$ cat src/rtl/instruction_fetch_if.sv
// Fetch-to-decode valid/ready bundle.
// The master side presents {inst, pc}; the slave side accepts with ready.
interface instruction_fetch_if;
  logic        valid;
  logic [31:0] inst;
  logic [15:0] pc;
  logic        ready;

  modport master (
    output valid,
    output inst,
    output pc,
    input  ready
  );

  modport slave (
    input  valid,
    input  inst,
    input  pc,
    output ready
  );
endinterface

$ cat src/rtl/instruction_fetch.sv
// PC and fetch stage feeding a synchronous instruction memory.
// One read in flight, 2-entry FWFT skid FIFO, redirect with flush.
module instruction_fetch #(
  parameter logic [15:0] RESET_PC = 16'h0000,
  parameter int unsigned MEM_SIZE = 1201
) (
  input  logic                       clk,
  input  logic                       reset,
  output logic [15:0]                imem_addr,
  input  logic [31:0]                imem_rd,
  input  logic                       redirect,
  input  logic [15:0]                redirect_pc,
  instruction_fetch_if.master        out,
  output logic                       fetch_stopped
);

  localparam logic [16:0] LIMIT = 17'(MEM_SIZE);

  logic [15:0] addr_q, addr_d;
  logic        infl_q, infl_d;
  logic [15:0] ipc_q, ipc_d;

  logic [31:0] inst_q [2];
  logic [15:0] pc_q [2];
  logic        wptr_q, wptr_d;
  logic        rptr_q, rptr_d;
  logic [1:0]  count_q, count_d;

  logic        deq;
  logic        push;
  logic        in_range;
  logic [2:0]  used;
  logic        issue;

  assign deq      = (count_q != 2'd0) & out.ready;
  assign in_range = {1'b0, addr_q} < LIMIT;
  assign used     = 3'(count_q) + 3'(infl_q)
                  - 3'(deq);
  assign issue    = ~redirect & in_range
                  & (used < 3'd2);
  assign push     = infl_q & ~redirect;

  always_comb begin
    addr_d = addr_q;
    infl_d = 1'b0;
    ipc_d  = ipc_q;
    if (redirect) begin
      addr_d = redirect_pc;
    end else if (issue) begin
      infl_d = 1'b1;
      ipc_d  = addr_q;
      addr_d = addr_q + 16'd1;
    end
  end

  // A flush keeps storage; only pointers and count are cleared.
  always_comb begin
    wptr_d  = wptr_q;
    rptr_d  = rptr_q;
    count_d = count_q;
    if (redirect) begin
      wptr_d  = 1'b0;
      rptr_d  = 1'b0;
      count_d = 2'd0;
    end else begin
      wptr_d  = wptr_q ^ push;
      rptr_d  = rptr_q ^ deq;
      count_d = count_q + 2'(push)
              - 2'(deq);
    end
  end

  always_ff @(posedge clk or posedge reset) begin
    if (reset) begin
      addr_q  <= RESET_PC;
      infl_q  <= 1'b0;
      ipc_q   <= 16'h0000;
      wptr_q  <= 1'b0;
      rptr_q  <= 1'b0;
      count_q <= 2'd0;
    end else begin
      addr_q  <= addr_d;
      infl_q  <= infl_d;
      ipc_q   <= ipc_d;
      wptr_q  <= wptr_d;
      rptr_q  <= rptr_d;
      count_q <= count_d;
    end
  end

  always_ff @(posedge clk or posedge reset) begin
    if (reset) begin
      for (int i = 0; i < 2; i++) begin
        inst_q[i] <= 32'h0;
        pc_q[i]   <= 16'h0;
      end
    end else if (push) begin
      inst_q[wptr_q] <= imem_rd;
      pc_q[wptr_q]   <= ipc_q;
    end
  end

  assign imem_addr     = addr_q;
  assign out.valid     = count_q != 2'd0;
  assign out.inst      = inst_q[rptr_q];
  assign out.pc        = pc_q[rptr_q];
  assign fetch_stopped = ~in_range & ~infl_q
                       & (count_q == 2'd0);

  // The credit rule must never let a returning word hit a full FIFO.
  a_no_drop: assert property (
    @(posedge clk) disable iff (reset)
    !(push && count_q == 2'd2 && !deq)
  );

  a_count: assert property (
    @(posedge clk) disable iff (reset)
    count_q <= 2'd2
  );

endmodule

$ cat src/flat_wrapper.sv
// flat-port wrapper written by rule: the top's interface ports become plain ports
module instruction_fetch_flat 
#(
  parameter logic [15:0] RESET_PC = 16'h0000,
  parameter int unsigned MEM_SIZE = 1201
)
  (clk, reset, imem_addr, imem_rd, redirect, redirect_pc, fetch_stopped, out_valid, out_inst, out_pc, out_ready);
  instruction_fetch_if out_i ();
  input  logic clk;
  input  logic reset;
  output logic [15:0] imem_addr;
  input  logic [31:0] imem_rd;
  input  logic redirect;
  input  logic [15:0] redirect_pc;
  output logic fetch_stopped;
  output wire logic [$bits(out_i.valid)-1:0] out_valid;
  output wire logic [$bits(out_i.inst)-1:0] out_inst;
  output wire logic [$bits(out_i.pc)-1:0] out_pc;
  input wire logic [$bits(out_i.ready)-1:0] out_ready;
  assign out_valid = out_i.valid;
  assign out_inst = out_i.inst;
  assign out_pc = out_i.pc;
  assign out_i.ready = out_ready;
  instruction_fetch #(.RESET_PC(RESET_PC), .MEM_SIZE(MEM_SIZE)) u_core (.clk(clk), .reset(reset), .imem_addr(imem_addr), .imem_rd(imem_rd), .redirect(redirect), .redirect_pc(redirect_pc), .out(out_i), .fetch_stopped(fetch_stopped));
endmodule
$ cat config.mk
export PLATFORM = sky130hd
export DESIGN_NAME = instruction_fetch_flat
export DESIGN_NICKNAME = d
export VERILOG_FILES = /design/src/rtl/instruction_fetch_if.sv /design/src/rtl/instruction_fetch.sv /design/src/flat_wrapper.sv
export SDC_FILE = /design/constraint.sdc
export NUM_CORES = 1
export LEC_CHECK = 0
export ABC_AREA = 1
export CELL_PAD_IN_SITES_DETAIL_PLACEMENT = 1
export CELL_PAD_IN_SITES_GLOBAL_PLACEMENT = 2
export CORE_AREA = 2 2 143 145
export DETAILED_ROUTE_END_ITERATION = 7
export DIE_AREA = 0 0 145 147
export GPL_ROUTABILITY_DRIVEN = 1
export PLACE_DENSITY_LB_ADDON = 0.1
export SETUP_SLACK_MARGIN = 0.3
export SLEW_MARGIN = 20
export SYNTH_ARGS = -nofsm -noshare
export SYNTH_HDL_FRONTEND = slang
export SYNTH_SLANG_ARGS = --single-unit
$ cat constraint.sdc
create_clock -name clk -period 5.3 [get_ports clk]
set_input_delay 1.325 -clock clk [delete_from_list [all_inputs] [get_ports clk]]
set_output_delay 1.325 -clock clk [all_outputs]
set_load 0.1 [all_outputs]
==> results of run 1 <==
-- flip-flops by register name, summed over array words and instances (netlist names) --
| name | flops |
|---|---|
| u_core.imem_addr | 16 |
| u_core.inst_q | 64 |
| u_core.count_q | 2 |
| u_core.pc_q | 32 |
| u_core.infl_q | 1 |
| u_core.rptr_q | 1 |
| u_core.wptr_q | 1 |
| u_core.ipc_q | 16 |
-- critical path: stages, from the launching register on --
cell and delay (ns):
dfrtp_2 0.57, buf_12 0.28, o21ai_0 0.40, clkdlybuf4s50_1 1.22
-- per-stage QoR --
stage                     area [um2]  cells  setup slack (ns)  utilization (%)  hold slack [ns]
final                           8060   1051              1.05             40.6            0.490
after floorplan                 6050    663             0.421                -            0.452
after detailed placement        7430   1019             0.855             37.4            0.487
after CTS                       8060   1051              1.04             40.6            0.501
after global placement          7430   1019             0.935             37.4            0.473
after global routing            8060   1051             0.907             40.6            0.525
-- synth_stat cells, types with 7 or more instances --
cell	n
nand2_1	189
dfrtp_1	133
o21ai_0	102
inv_1	75
mux2_2	48
nand3_1	29
clkbuf_1	20
nor2_1	16
buf_2	13
o21ai_1	8
ha_1	7
-- layer usage --
metal  track usage (%)  vias up
li1                  -     2319
met1              19.4     2294
met2              26.3       92
met3              4.35       10
met4              4.01        0
met5                 0        -
-- worst paths after layout --
check                                                   to
max                                              out_pc[3]
min                           u_core.ipc_q[11]$_DFFE_PP0P_
max reg2reg                u_core.imem_addr[8]$_DFFE_PP0P_
min reg2reg                   u_core.ipc_q[11]$_DFFE_PP0P_
max in group asynchronous     u_core.ipc_q[11]$_DFFE_PP0P_
min in group asynchronous       u_core.pc_q[8]$_DFFE_PP0P_
-- layout make-up --
type,count,share of cell area [%]
repair buffers,124,15.1
flip-flops and latches,133,41.3
inverters,76,3.60
clock inverters,12,2.20
clock buffers,20,5.67
well taps,270,4.19
multi-input cells,416,28.0
-- kinds of logic (layout without fill, tap and decap cells) --
| group | count (synthesis) | count (layout) | synth area share, % |
|---|---|---|---|
| adder cells (fa/ha/maj) | 8 | 8 | 1.78 |
| AND/OR/NAND/NOR | 243 | 243 | 16.3 |
| multiplexers | 48 | 48 | 8.94 |
| flip-flops | 133 | 133 | 55.1 |
| buffers and inverters | 114 | 232 | 7.78 |
| AO/OA/AOI/OAI | 111 | 111 | 9.23 |
| XOR/XNOR | 6 | 6 | 0.870 |
==> impl_metrics.json, run 1 <==
{
  "met1_length_um": 7130,
  "cts_sinks": 133,
  "r2r-start": "u_core.count_q[1]$_DFF_PP0_",
  "multi_input_area_um2": 2250,
  "grt_max_degree": 97,
  "status": "complete, no violations",
  "rsz0062_at_grt": "false",
  "vias_per_cell": 4.49,
  "dp.final_hpwl_um": 10000,
  "endpoint_kind": "output port",
  "mostFrequentLayoutCells": "nand2_1 (189), dfrtp_1 (132), clkdlybuf4s50_1 (103), o21ai_0 (102), inv_1 (74)",
  "ys.flop_type": "dfrtp_1",
  "synth_area_leader_cell": "dfrtp_1",
  "grtUsageTotal_pct": 15.5,
  "grt_pass1_wl_um": 26500,
  "synth_warnings": 0,
  "dr.pass1.iters": 4,
  "root_buffer": "clkbuf_16",
  "layout_min_cycle_time_ns": 4.25,
  "ant_nets": 0,
  "drc": 0,
  "die_height_um": 147,
  "maxUsedRoutingLayer": "met4",
  "pin_count": 118,
  "cts_resized": 0,
  "hp-class": "flop to flop",
  "synth_cell_types": 24,
  "synth_area_leaders": "dfrtp_1 (55%), nand2_1 (12%), mux2_2 (8.9%)",
  "clk_pin_slew_worst_paths_ns": 0.06,
  "die_w_um": 145,
  "postCtsHoldBufs": 0,
  "finalNetCount": 828,
  "hold_path.startpoint": "u_core.ipc_q[11]$_DFFE_PP0P_",
  "routed_wl_um": 15400,
  "fin_skew_ns": 0.00757,
  "grt_pass1_vias": 5196,
  "drive_above_1_share_pct": 14.5,
  "ff2ff_setup_slack_ns": 2.19,
  "wl_met3_um": 586,
  "critPathKind": "flop to output port",
  "synth.net_count": 723,
  "clock_path_buffers": 2,
  "core-area_um2": 19800,
  "dr_wl_met2_um": 7570,
  "vias": 4715,
  "r2r_cells": 11,
  "synth-seq-cells": 133,
  "layout_commonest_cell": "nand2_1",
  "cp.arrival_ns": 2.93,
  "critPathRequiredTime_ns": 3.97,
  "syn_avg_cell_area_um2": 9.12,
  "antenna_found_initial": 0,
  "port_buffers": 117,
  "clk_latency_ns": 0.42,
  "seqCellArea_um2": 3330,
  "whs_path_depth": 2,
  "h-tree-depth": 4,
  "synth_edf_count": 0,
  "antenna_cells": 0,
  "max_freq_ghz": 0.235,
  "finalHoldViolCount": 0,
  "area_delta_synth_final_pct": 33.4,
  "drt_iter0_drc": 185,
  "post_cts_buffers": 0,
  "overflow": 0,
  "synth-seq-area-share_pct": 55.1,
  "netlist_area_um2": 6040,
  "finalCritPeriodShare_pct": 80.2,
  "final_max_slew_viol_count": 0,
  "synth_top_area_share_pct": 55.1,
  "gp_congestion": 0.721,
  "startpoint": "u_core.rptr_q$_DFF_PP0_",
  "synth_cells": 663,
  "start_kind": "flop",
  "worst_pin_slew_ns": 1.07,
  "relSlewSlack_pct": 28.5,
  "fp.dieArea_um2": 21300,
  "row_count": 52,
  "ys_async_sr_fraction_pct": 100,
  "setup_viol": 0,
  "finalSetupTns_ns": 0,
  "cts_tree": "yes",
  "wl_per_cell_um": 14.7,
  "critPathMaxFanout": 73,
  "cap_violations": 0,
  "cts_made_buffers": 17,
  "initial_core_util_pct": 30.5,
  "fill_cells": 2277
}
Power of run 1 is left out: the tool's default activity adds up to more than one toggle a clock period on the data nets, which glitch-free logic cannot reach.
==> run 2: changes to the inputs <==
Clock period 5.3 ns to 4.2 ns, I/O delays scaled along.
==> run 2 against run 1 <==
Via count is 1.3% higher; setup slack got worse by 0.41 ns; clock skew increased by 0.0029 ns; design area is 0.96% lower; non-clock buffer count decreased by 1; utilization is 0.39 points lower; first-iteration DRC count down 23%; die area unchanged; critical endpoint is now u_core.imem_addr[9]$_DFFE_PP0P_; highest routed layer unchanged.
==> impl_metrics.json, run 2 (same netlist as run 1, synthesis figures left out) <==
{
  "clk_pin_slew_worst_paths_ns": 0.06,
  "r2r-start": "u_core.count_q[1]$_DFF_PP0_",
  "vias": 4776,
  "rsz0062_at_grt": "false",
  "h-tree-depth": 4,
  "max_freq_ghz": 0.281,
  "grt_max_degree": 134,
  "design_area_um2": 7980,
  "fp.dieArea_um2": 21300,
  "fin_skew_ns": 0.0105,
  "cap_violations": 0,
  "largest_reg_flops": 64,
  "layout_commonest_cell": "nand2_1",
  "initial_core_util_pct": 30.5,
  "grt_pass1_wl_um": 25800,
  "cts_resized": 0,
  "layout_min_cycle_time_ns": 3.56,
  "wl_per_cell_um": 14.5,
  "mostFrequentLayoutCells": "nand2_1 (189), dfrtp_1 (132), o21ai_0 (102), inv_1 (74), clkdlybuf4s50_1 (68)",
  "area_delta_synth_final_pct": 32.1,
  "cts_made_buffers": 17,
  "setup_viol": 0,
  "routed_wl_um": 15300,
  "cp.arrival_ns": 3.86,
  "finalHoldViolCount": 0,
  "clk_latency_ns": 0.41,
  "endpoint_kind": "flop",
  "core-area_um2": 19800,
  "root_buffer": "clkbuf_16",
  "drive_above_1_share_pct": 19.0,
  "top_regs": "u_core.inst_q x64, u_core.pc_q x32",
  "startpoint": "out_ready",
  "grtUsageTotal_pct": 15.0,
  "cts_tree": "yes",
  "hp-class": "flop to flop",
  "status": "complete, no violations",
  "postCtsHoldBufs": 0,
  "antenna_cells": 0,
  "die_height_um": 147,
  "dr.pass1.iters": 4,
  "gp_congestion": 0.675,
  "cts_sinks": 133,
  "critPathRequiredTime_ns": 4.50,
  "pin_count": 118,
  "placed_area_um2": 7340,
  "clock_path_buffers": 2,
  "finalSetupTns_ns": 0,
  "vias_per_cell": 4.55,
  "drc": 0,
  "regMostFlops": "u_core.inst_q",
  "dp.final_hpwl_um": 10000,
  "worst_pin_slew_ns": 0.991,
  "drt_iter0_drc": 143,
  "row_count": 52,
  "grt_pass1_vias": 5234,
  "start_kind": "input pin",
  "antenna_found_initial": 0,
  "critPathKind": "input pin to flop",
  "overflow": 0,
  "final_max_slew_viol_count": 0,
  "critPathMaxFanout": 25,
  "relSlewSlack_pct": 34.0,
  "port_buffers": 117,
  "die_w_um": 145,
  "ant_nets": 0,
  "finalCritPeriodShare_pct": 84.8,
  "post_cts_buffers": 0,
  "finalNetCount": 827,
  "hold_path.startpoint": "u_core.ipc_q[13]$_DFFE_PP0P_"
}
## run 2: cell count changes in the layout (fill, tap and decap cells not counted)
cell             delta
clkinvlp_4          -1
ha_2                -1
inv_6               -1
ha_4                +1
clkinv_2            +1
clkbuf_8            +1
clkdlybuf4s50_1    -35
buf_4              +34
clkinv_4            +1
clkbuf_1            -1
## run 2: critical path: stages
cell	delay [ns]
clkdlybuf4s50_1	0.45
inv_1	0.04
nor2_1	0.22
ha_1	0.27
or2_2	0.30
fa_1	0.50
nand3_1	0.09
nor2_2	0.16
nand3_4	0.29
buf_4	0.33
nand3_1	0.09
nand2_1	0.07
## run 2: final cells by class
type                            count  area [um2]
Tap cell                          270         338
Timing Repair Buffer              123        1120
Fill cell                        2273       11900
Sequential cell                   133        3330
Clock buffer                       20         467
Multi-Input combinational cell    416        2260
Inverter                           76         289
Clock inverter                     12         176
## run 2: stage by stage
stage / utilization [%] / std cells / hold slack, ns / worst slack, ns
finish: 40.2 / 1050 / 0.496 / 0.639
global route: 40.2 / 1050 / 0.518 / 0.369
CTS: 40.2 / 1050 / 0.493 / 0.623
detailed placement: 37.0 / 1018 / 0.478 / 0.180
global placement: 37.0 / 1018 / 0.475 / 0.295
floorplan: - / 663 / 0.452 / 0.231
## run 2: per-layer routing
metal | up-vias | global-route usage (%) | wire length [um]
li1 | 2317 | - | -
met1 | 2357 | 19.4 | 7270
met2 | 88 | 25.1 | 7290
met4 | 0 | 4.36 | 201
met5 | - | 0 | 0
met3 | 14 | 3.79 | 486
## run 2: worst paths after layout
| check | end | slack [ns] | cells after the start |
|---|---|---|---|
| worst max-delay path | u_core.imem_addr[9]$_DFFE_PP0P_ | 0.64 | 12 |
| worst min-delay path | u_core.ipc_q[13]$_DFFE_PP0P_ | 0.50 | 2 |
| min in group asynchronous | u_core.pc_q[10]$_DFFE_PP0P_ | 1.18 | 3 |
| worst max register to register | u_core.imem_addr[9]$_DFFE_PP0P_ | 1.25 | 11 |
| max in group asynchronous | u_core.rptr_q$_DFF_PP0_ | 2.38 | 3 |
| worst min register to register | u_core.ipc_q[13]$_DFFE_PP0P_ | 0.50 | 2 |
Power of run 2 is left out for the same reason.
==> run 3: changes to the inputs <==
Clock period 4.2 ns to 3.3 ns, I/O delays scaled along.
==> run 3 against run 2 <==
Cell count increased by 0.95%; design area grew 2.8%; die area unchanged; global-route usage increased by 1.2 points; non-clock buffer count increased by 10; sequential share of layout area shrank 1.1 points; setup slack worse by 0.22 ns; wire length grew 7.9%.
==> impl_metrics.json, run 3 (same netlist as run 1, synthesis figures left out) <==
{
  "setup_viol": 0,
  "r2r_end": "u_core.ipc_q[7]$_DFFE_PP0P_",
  "gp_congestion": 0.696,
  "vias_per_cell": 4.64,
  "largest_reg_flops": 64,
  "cts_made_buffers": 17,
  "fp.dieArea_um2": 21300,
  "whs_endpoint": "u_core.ipc_q[11]$_DFFE_PP0P_",
  "fin_skew_ns": 0.00873,
  "whs_path_depth": 2,
  "finalCritPeriodShare_pct": 87.4,
  "relSlewSlack_pct": 58.6,
  "grt_pass1_wl_um": 27500,
  "drt_iter0_drc": 202,
  "drc": 0,
  "clk_latency_ns": 0.41,
  "startpoint": "out_ready",
  "cp.arrival_ns": 3.18,
  "dp.final_hpwl_um": 10500,
  "hp-class": "flop to flop",
  "endpoint_kind": "flop",
  "rsz0062_at_grt": "true",
  "clk_pin_slew_worst_paths_ns": 0.05,
  "dr.pass1.iters": 4,
  "port_buffers": 117,
  "regMostFlops": "u_core.inst_q",
  "hold_path.startpoint": "u_core.ipc_q[11]$_DFFE_PP0P_",
  "postCtsHoldBufs": 0,
  "multi_input_area_um2": 2280,
  "ant_nets": 0,
  "finalNetCount": 837,
  "initial_core_util_pct": 30.5,
  "start_kind": "input pin",
  "wl_per_cell_um": 15.5,
  "finalHoldViolCount": 0,
  "antenna_cells": 0,
  "grt_pass1_vias": 5336,
  "r2r_cells": 11,
  "pin_count": 118,
  "core-area_um2": 19800,
  "layout_commonest_cell": "nand2_1",
  "critPathMaxFanout": 16,
  "status": "complete, no violations",
  "critPathRequiredTime_ns": 3.59,
  "overflow": 0,
  "cap_violations": 0,
  "vias": 4921,
  "final_max_slew_viol_count": 0,
  "layout_setup_ws_ns": 0.415,
  "drive_above_1_share_pct": 22.3,
  "row_count": 52,
  "grt_max_degree": 65,
  "die_height_um": 147,
  "fill_cells": 2289,
  "worst_pin_slew_ns": 0.620,
  "layout_min_cycle_time_ns": 2.88,
  "h-tree-depth": 4,
  "r2r-start": "u_core.count_q[1]$_DFF_PP0_",
  "die_w_um": 145,
  "top_regs": "u_core.inst_q x64, u_core.pc_q x32",
  "mostFrequentLayoutCells": "nand2_1 (189), dfrtp_1 (132), inv_1 (74), buf_4 (63), o21ai_1 (56)",
  "critPathKind": "input pin to flop",
  "place_ws_ns": -0.0464,
  "root_buffer": "clkbuf_16",
  "antenna_found_initial": 0,
  "area_delta_synth_final_pct": 35.8,
  "clock_path_buffers": 2,
  "cts_sinks": 133,
  "ff2ff_setup_slack_ns": 0.64,
  "cts_tree": "yes",
  "max_freq_ghz": 0.347,
  "routed_wl_um": 16500,
  "seqCellArea_um2": 3330,
  "grtUsageTotal_pct": 16.2
}
## run 3: cell count changes in the layout (fill, tap and decap cells not counted), moves of 2 or more
cell             change
buf_12              +13
buf_4               +10
clkbuf_1             +2
clkbuf_16            +3
clkdlybuf4s50_1     -17
clkinv_2             +3
clkinv_4             -3
o21ai_0             -48
o21ai_1             +48
## run 3: cell type report
class / count / share of cell area (%)
clock inverters: 10 / 1.55
multi-input cells: 416 / 27.7
flip-flops and latches: 133 / 40.6
inverters: 76 / 3.52
repair buffers: 133 / 16.7
well taps: 270 / 4.12
clock buffers: 22 / 5.78
## run 3: worst max path at each step
stage,endpoint,cells after the start,slack [ns]
2_1_floorplan,fetch_stopped,7,-0.44
3_3_place_gp,u_core.imem_addr[2]$_DFFE_PP0P_,12,0.0003
3_5_place_dp,u_core.imem_addr[3]$_DFFE_PP0P_,12,-0.05
4_1_cts,fetch_stopped,8,0.38
5_1_grt,fetch_stopped,8,0.30
6_report,u_core.ipc_q[7]$_DFFE_PP0P_,12,0.42
## run 3: repair_timing
action,CTS,global route
endpoints found under the hold margin,0,0
cloned,0,3
setup endpoints to repair,1,23
resized for setup,0,7
buffers inserted,1,0
pin swaps,0,7
## run 3: critical path, stage by stage
cell             delay (ns)
clkdlybuf4s50_1        0.45
inv_1                  0.04
nor2_2                 0.10
ha_1                   0.23
or2_4                  0.23
fa_2                   0.54
nand3_2                0.08
nor2_4                 0.13
nand3_4                0.18
clkbuf_16              0.25
nand2_1                0.06
o21ai_1                0.05
## run 3: per-layer routing
metal  share of wire, %  vias to the layer above  track usage [%]
met4                1.3                        0             5.05
met1                 46                     2469             20.8
met5                  0                        -                0
met2                 49                       97             27.6
met3                3.4                       19             3.39
li1                   -                     2336                -
## run 3: stage by stage
stage / area, um2 / cells / utilization [%] / TNS (ns) / hold WS (ns)
after floorplan: 6050 / 663 / - / -0.444 / 0.452
after global placement: 7480 / 1024 / 37.7 / 0 / 0.487
after detailed placement: 7480 / 1024 / 37.7 / -0.764 / 0.482
after CTS: 8110 / 1057 / 40.9 / 0 / 0.495
after global routing: 8210 / 1060 / 41.4 / 0 / 0.518
final: 8210 / 1060 / 41.4 / 0 / 0.491
Power of run 3 is left out for the same reason.
